File: src/rtl/multicycle_control_fsm.sv
// Multi-cycle control unit for the 16-bit CPU datapath. It sequences the datapath control lines and waits on instruction/data memory handshakes.
// Optional retired-instruction counter enabled by defining CTRL_PERF_CNT_EN.
module multicycle_control_fsm #(
  parameter int MEM_TIMEOUT = 15,
  parameter int CNT_W       = 4
) (
  input  logic        Clock,
  input  logic        Reset,
  input  logic [2:0]  Opcode,
  input  logic        Zero,
  input  logic        InstrReady,
  input  logic        MemReady,
  output logic        RegDst,
  output logic        Branch,
  output logic        MemRead,
  output logic        MemWrite,
  output logic        RegWrite,
  output logic        MemToReg,
  output logic        ALUSrc,
  output logic [1:0]  ALUOp,
  output logic        PCWrite,
  output logic        IRWrite,
  output logic [1:0]  PCSrc,
  output logic [2:0]  State,
  output logic        Timeout,
  output logic [15:0] InstrCount
);

  typedef enum logic [2:0] {
    FETCH  = 3'd0,
    DECODE = 3'd1,
    EXEC   = 3'd2,
    MEM    = 3'd3,
    WB     = 3'd4,
    BRANCH = 3'd5,
    JUMP   = 3'd6,
    TRAP   = 3'd7
  } state_t;

  localparam logic [2:0] OP_R      = 3'b000;
  localparam logic [2:0] OP_ADDI   = 3'b001;
  localparam logic [2:0] OP_UNUSED = 3'b010;
  localparam logic [2:0] OP_LW     = 3'b011;
  localparam logic [2:0] OP_SW     = 3'b100;
  localparam logic [2:0] OP_BEQ    = 3'b101;
  localparam logic [2:0] OP_BNE    = 3'b110;
  localparam logic [2:0] OP_JUMP   = 3'b111;

  state_t           state, state_next;
  logic [2:0]       opcode_q;
  logic [CNT_W-1:0] wait_cnt;
  logic             waiting;
  logic             limit_hit;

  always_comb begin
    waiting    = ((state == FETCH) && !InstrReady) || ((state == MEM) && !MemReady);
    limit_hit  = (MEM_TIMEOUT != 0) && (wait_cnt == CNT_W'(MEM_TIMEOUT));
    state_next = state;
    case (state)
      FETCH: begin
        if (InstrReady)     state_next = DECODE;
        else if (limit_hit) state_next = TRAP;
      end
      DECODE: begin
        case (Opcode)
          OP_BEQ, OP_BNE: state_next = BRANCH;
          OP_JUMP:        state_next = JUMP;
          default:        state_next = EXEC;
        endcase
      end
      EXEC:   state_next = ((opcode_q == OP_LW) || (opcode_q == OP_SW)) ? MEM : WB;
      MEM: begin
        if (MemReady)       state_next = (opcode_q == OP_LW) ? WB : FETCH;
        else if (limit_hit) state_next = TRAP;
      end
      WB, BRANCH, JUMP: state_next = FETCH;
      default:          state_next = TRAP;
    endcase
  end

  // The wait counter restarts on every state change so each wait phase gets the full budget.
  always_ff @(posedge Clock or posedge Reset) begin
    if (Reset) begin
      state    <= FETCH;
      opcode_q <= '0;
      wait_cnt <= '0;
    end else begin
      state <= state_next;
      if (state == DECODE) opcode_q <= Opcode;
      if (state_next != state) wait_cnt <= '0;
      else if (waiting)        wait_cnt <= wait_cnt + 1'b1;
    end
  end

  // Everything is forced low while Reset is high, even the input-qualified FETCH strobes.
  always_comb begin
    RegDst   = 1'b0;
    Branch   = 1'b0;
    MemRead  = 1'b0;
    MemWrite = 1'b0;
    RegWrite = 1'b0;
    MemToReg = 1'b0;
    ALUSrc   = 1'b0;
    ALUOp    = 2'b00;
    PCWrite  = 1'b0;
    IRWrite  = 1'b0;
    PCSrc    = 2'b00;
    Timeout  = 1'b0;
    if (!Reset) begin
      case (state)
        FETCH: begin
          IRWrite = InstrReady;
          PCWrite = InstrReady;
        end
        EXEC, MEM, WB: begin
          case (opcode_q)
            OP_R: begin
              RegDst = 1'b1;
              ALUOp  = 2'b10;
            end
            OP_ADDI, OP_UNUSED: begin
              ALUSrc = 1'b1;
              ALUOp  = 2'b11;
            end
            default: begin
              ALUSrc = 1'b1;
              ALUOp  = 2'b00;
            end
          endcase
          if (state == MEM) begin
            MemRead  = (opcode_q == OP_LW);
            MemWrite = (opcode_q == OP_SW);
          end
          if (state == WB) begin
            RegWrite = 1'b1;
            if (opcode_q == OP_LW) begin
              MemToReg = 1'b1;
              RegDst   = 1'b0;
            end
          end
        end
        BRANCH: begin
          Branch  = 1'b1;
          ALUOp   = 2'b01;
          PCSrc   = 2'b01;
          PCWrite = (opcode_q == OP_BEQ) ? Zero : ~Zero;
        end
        JUMP: begin
          PCWrite = 1'b1;
          PCSrc   = 2'b10;
        end
        TRAP:    Timeout = 1'b1;
        default: ;
      endcase
    end
  end

  assign State = state;

`ifdef CTRL_PERF_CNT_EN
  logic        retire;
  logic [15:0] instr_count_q;

  assign retire = (state_next == FETCH) && (state != FETCH);

  // Wraps naturally from 16'hFFFF back to 0.
  always_ff @(posedge Clock or posedge Reset) begin
    if (Reset)       instr_count_q <= '0;
    else if (retire) instr_count_q <= instr_count_q + 16'd1;
  end

  assign InstrCount = instr_count_q;
`else
  assign InstrCount = '0;
`endif

endmodule
File: config.mk
export PLATFORM = sky130hd
export DESIGN_NAME = multicycle_control_fsm
export DESIGN_NICKNAME = d
export VERILOG_FILES = /design/src/rtl/multicycle_control_fsm.sv
export SDC_FILE = /design/constraint.sdc
export NUM_CORES = 1
export LEC_CHECK = 0
export ABC_AREA = 1
export BUFFER_PORTS_ARGS = -buffer_cell sky130_fd_sc_hd__buf_4
export CAP_MARGIN = 20
export CORE_ASPECT_RATIO = 0.8
export CORE_UTILIZATION = 40
export DETAILED_ROUTE_END_ITERATION = 16
export HOLD_SLACK_MARGIN = 0.12
export PLACE_DENSITY_LB_ADDON = 0.08
export SLEW_MARGIN = 20
export SYNTH_ARGS = -nofsm -noshare
export SYNTH_HDL_FRONTEND = slang
export SYNTH_SLANG_ARGS = --single-unit
export TNS_END_PERCENT = 20
File: constraint.sdc
create_clock -name Clock -period 1.8 [get_ports Clock]
set_input_delay 0.18 -clock Clock [delete_from_list [all_inputs] [get_ports Clock]]
set_output_delay 0.18 -clock Clock [all_outputs]
set_load 0.1 [all_outputs]
Word-level counts from Yosys, hierarchy flattened

Index checks and enable logic that the tools add are counted.

Register bits: 10
Bits of input ports: 8
Output and inout bits: 33
Word-level logic and storage cells: 79

Add/subtract/negate cells: 1
Equality and inequality tests: 17
Multiplexer cells: 44
Bitwise gates (word level): 1
Reduce and logical (&&, ||, !) cells: 13

Operators by type and width:

| kind                                                                  | count |
|---|---|
| 1-bit two-way mux                                                     | 29 |
| 3-bit equality test, second input constant                            | 9 |
| 3-bit two-way mux                                                     | 5 |
| 3-bit case mux with 5 select lines                                    | 1 |
| 3-bit by 2-bit equality test with 1-bit output, second input constant | 4 |
| 2-bit case mux with 2 select lines                                    | 3 |
| 4-bit two-way mux                                                     | 2 |
| 3-bit by 1-bit equality test with 1-bit output, second input constant | 2 |
| 3-bit zero test                                                       | 2 |
| 3-bit case mux with 2 select lines                                    | 1 |
| 3-bit OR reduction                                                    | 2 |
| 4-bit by 1-bit adder with 4-bit output, second input constant         | 1 |
| 4-bit equality test, second input constant                            | 1 |
| 2-bit two-way mux                                                     | 2 |
| 2-bit OR reduction                                                    | 2 |
| 3-bit != test                                                         | 1 |
| 1-bit case mux with 3 select lines                                    | 1 |
| 1-bit logical AND                                                     | 2 |
| 1-bit zero test                                                       | 2 |
| 1-bit logical OR                                                      | 2 |
| 2-bit nonzero test                                                    | 1 |
| 1-bit NOT                                                             | 1 |

Depth between registers and ports, before layout

Depth after elaboration: 6
Mapped depth: 10
Depth with buffers taken out: 10

Worst setup path before layout

Ideal clock, no wire load.

Path type: flip-flop to output port
Start point: register state[2] (netlist: State[2])
End point: output ALUOp[0]
Arrival: 4.619 ns
Setup slack: -2.999 ns
Stages on the path, launching flop included: 8
Path buffers: 1
Cell sequence: dfrtp_1 inv_2 buf_6 nor3_1 inv_1 nor2_1 a31oi_1 o22ai_1

Cells in the longest elaborated chain, start to end: 4
Elaborated cells between the ends (all ways): 7
Those cells by class: 4 x eq/ne; 2 x mux; 1 x reduce/logical

Ends and longest elaborated chain:

| element                                                                               | RTL line | text |
|---|---|---|
| from (decl)                                                                           | 49       | `state_t state, state_next;` |
| from (signal assigned)                                                                | 88       | `state <= state_next;` |
| 3-bit by 2-bit equality test with 1-bit output or 3-bit equality test (tied branches) | 110      | `case (state)` |
| 3-bit OR reduction                                                                    | 110      |  |
| 2-bit case mux with 2 select lines (*)                                                | 110      |  |
| 2-bit two-way mux (*)                                                                 | 109      | `if (!Reset) begin` |
| to (decl)                                                                             | 20       | `output logic [1:0] ALUOp,` |

Every way passes the cells marked *; elsewhere a longest branch is shown, timed or not.

Final worst setup path

Ends and elaborated chain as after synthesis.

==> flow_summary.yaml <==
worst_setup_path:
  crit_chain: "clkinv_4 > nor3_2 > inv_2 > nor2_4 > a31oi_4 > o22ai_4 > buf_12"
  cpMaxStageDelayCell: "dfrtp_4"
  crit_arrival_ns: 1.61
  critPathBufInv: 3
  crit_path_max_fanout: 4
  r2r-end: "wait_cnt[2]"
  required_ns: 1.62
  rr_startpoint: "State[2]"
  critPathKind: "reg -> out"
  cpLargestDelayFamily: "flip-flops"
  worst_path_largest_cell_delay_ns: 0.50
  r2r_cells: 11
  crit_path_start_kind: "flop"
  end_kind: "output port"
  r2r_setup_slack_ns: 0.08
drt:
  wl_per_cell_um: 12.4
  drt_iter0_markers: 36
  finalWirelength_um: 2780
  first_pass_iters: 4
  dr_total_vias: 1103
  drc_errors: 0
  ant_nets: 0
  via_per_inst: 4.90
flow_run:
  drv_cap: 0
timing:
  rsz0062_at_grt: "yes"
  fmax_mhz: 560
  fin_ws_ns: 0.0133
  period_share_pct: 99.3
  post-route-min-period_ns: 1.79
  finalSetupViolations: 0
  hold_viol: 0
  finalSetupTns_ns: 0
  slew_violations: 0
  skew_ns: 0.00530
pwr:
  finalPower_uw: 634
  p_per_area_nw_per_um2: 396
  p_leak_uw: 0.000729
  ir_drop_mv: 0.273
clocking:
  path_clk_slew_ns: 0.07
  clk_path_buf_depth: 2
  cts_sinks: 10
  clock_latency_ns: 0.27
  h-tree-depth: 1
  cts_buffers: 3
  cts_tree: "built"
  cts_root_buf: "clkbuf_4"
logic_synthesis:
  yosysWarnings: 0
  syn_avg_cell_area_um2: 6.81
  synth_seq_cells: 10
  ys_seq_area_share_pct: 24.8
  synth_cells: 148
  synth.distinct_cells: 29
  syn-cell-area_um2: 1010
floorplanning:
  core_um2: 2270
  row_count: 15
  die_w_um: 58.1
  dieHeight_um: 46.9
  dieArea_um2: 2720
  pin_count: 41
  start_util_pct: 44.4
placed_design:
  placed_cell_area_um2: 1320
  gp_congestion: 0.822
  placedCellCount: 209
  pre_cts_slack_ns: 0.118
  portBuffers: 24
  hpwl_um: 1970
worst_hold_path:
  hold_path.startpoint: "Opcode[1]"
  hp-class: "in -> reg"
  hold_end: "opcode_q[1]"
  whs_path_depth: 3
global_routing:
  grt_pass1_vias: 910
  grt_max_degree: 12
  antenna_found_initial: 0
  grt_pass1_wl_um: 4120
  track_usage_pct: 20.8
  grt_overflow: 0
finish:
  final_cell_mix: "buf_4 (33), nand2_1 (27), conb_1 (16)"
  n_fill_cell: 169
  multi_input_area_um2: 771
  final_area_um2: 1600
  nets: 201
  drive_above_1_share_pct: 46.6
  regArea_um2: 258
  diodes: 0
  final_cell_count_no_fill: 225
  area_delta_synth_final_pct: 59.0
  layout_commonest_cell: "buf_4"
outcome:
  status: "finished, final reports clean"
[synth_stat cells]
| cell type | instances | area [µm²] |
|---|---|---|
| nand2_1 | 27 | 101 |
| nor2_1 | 24 | 90.1 |
| buf_4 | 17 | 128 |
| inv_1 | 14 | 52.6 |
| dfrtp_1 | 10 | 250 |
| nand3_1 | 8 | 40.0 |
| a21oi_1 | 7 | 35.0 |
| nand3_2 | 5 | 50.1 |
| nand4_1 | 5 | 31.3 |
| nor3_1 | 3 | 15.0 |
| o21ai_0 | 3 | 15.0 |
| buf_6 | 2 | 22.5 |
| inv_2 | 2 | 7.51 |
| nand2_2 | 2 | 12.5 |
| nand2_4 | 2 | 22.5 |
| nor4_1 | 2 | 12.5 |
| o22ai_1 | 2 | 12.5 |
| xor2_1 | 2 | 17.5 |
| a21oi_2 | 1 | 8.76 |
| a31oi_1 | 1 | 6.26 |
| clkbuf_1 | 1 | 3.75 |
| conb_1 | 1 | 3.75 |
| ha_1 | 1 | 12.5 |
| mux2_2 | 1 | 11.3 |
| nor2_2 | 1 | 6.26 |
| nor2_4 | 1 | 11.3 |
| nor3_2 | 1 | 10.0 |
| o21ai_2 | 1 | 8.76 |
| xnor2_1 | 1 | 8.76 |
[per-stage QoR]
stage	utilization, %	hold slack [ns]
after floorplan	-	0.0507
after global placement	58.2	0.396
after detailed placement	58.2	0.391
after CTS	65.0	0.137
after global routing	70.5	0.148
final	70.5	0.133
[how the worst max path moves through the flow]
stage	start	endpoint	slack [ns]	cells past startpoint
2_1_floorplan	State[2]	ALUOp[1]	-0.73	7
3_3_place_gp	State[1]	PCWrite	0.12	4
3_5_place_dp	State[1]	wait_cnt[1]	0.12	9
4_1_cts	State[2]	ALUOp[0]	-0.003	7
5_1_grt	State[2]	ALUOp[0]	-0.05	7
6_report	State[2]	ALUOp[0]	0.01	7
[state kept, by name, summed over array words and instances, names as in the netlist]
name      count
State         3
opcode_q      3
wait_cnt      4
[kinds of logic after synthesis]
logic type               Yosys count  synth area share, %
other                              1                0.372
buffers and inverters             36                 21.2
multiplexers                       1                 1.12
AND/OR/NAND/NOR                   81                 40.0
flip-flops                        10                 24.8
adder cells (fa/ha/maj)            1                 1.24
XOR/XNOR                           3                 2.61
AO/OA/AOI/OAI                     15                 8.57
[report_power, final]
part           internal [µW]  switching, µW  total (µW)
combinational           20.9            181         202
clock                    123           84.1         207
sequential               224              0         224
[per-layer routing]
layer,part of all wire [%],global-route usage (%),up-vias
met1,47,27.2,521
met2,47,34.3,47
met5,0,0,-
met4,0.47,7.14,0
li1,-,-,533
met3,6.2,5.23,2
[cell type report]
class                      count  share of cell area (%)
multi-input combinational    117                    48.1
inverter                      16                    4.22
clock buffer                   4                    2.27
timing repair buffer          44                    26.6
sequential                    10                    16.1
tap                           34                    2.66
[worst min-delay path, cell delays in order]
cell	delay [ns]
buf_4	0.10
nand2_1	0.05
nand2_1	0.04
[timing repair]
action	4_1_cts	5_1_grt
pin swaps	2	6
setup endpoints to repair	10	9
setup buffers	7	4
hold buffers	1	0
gates resized for setup	15	23
hold endpoints to repair	10	0
Note: power is estimated with default switching activity, not from simulation.
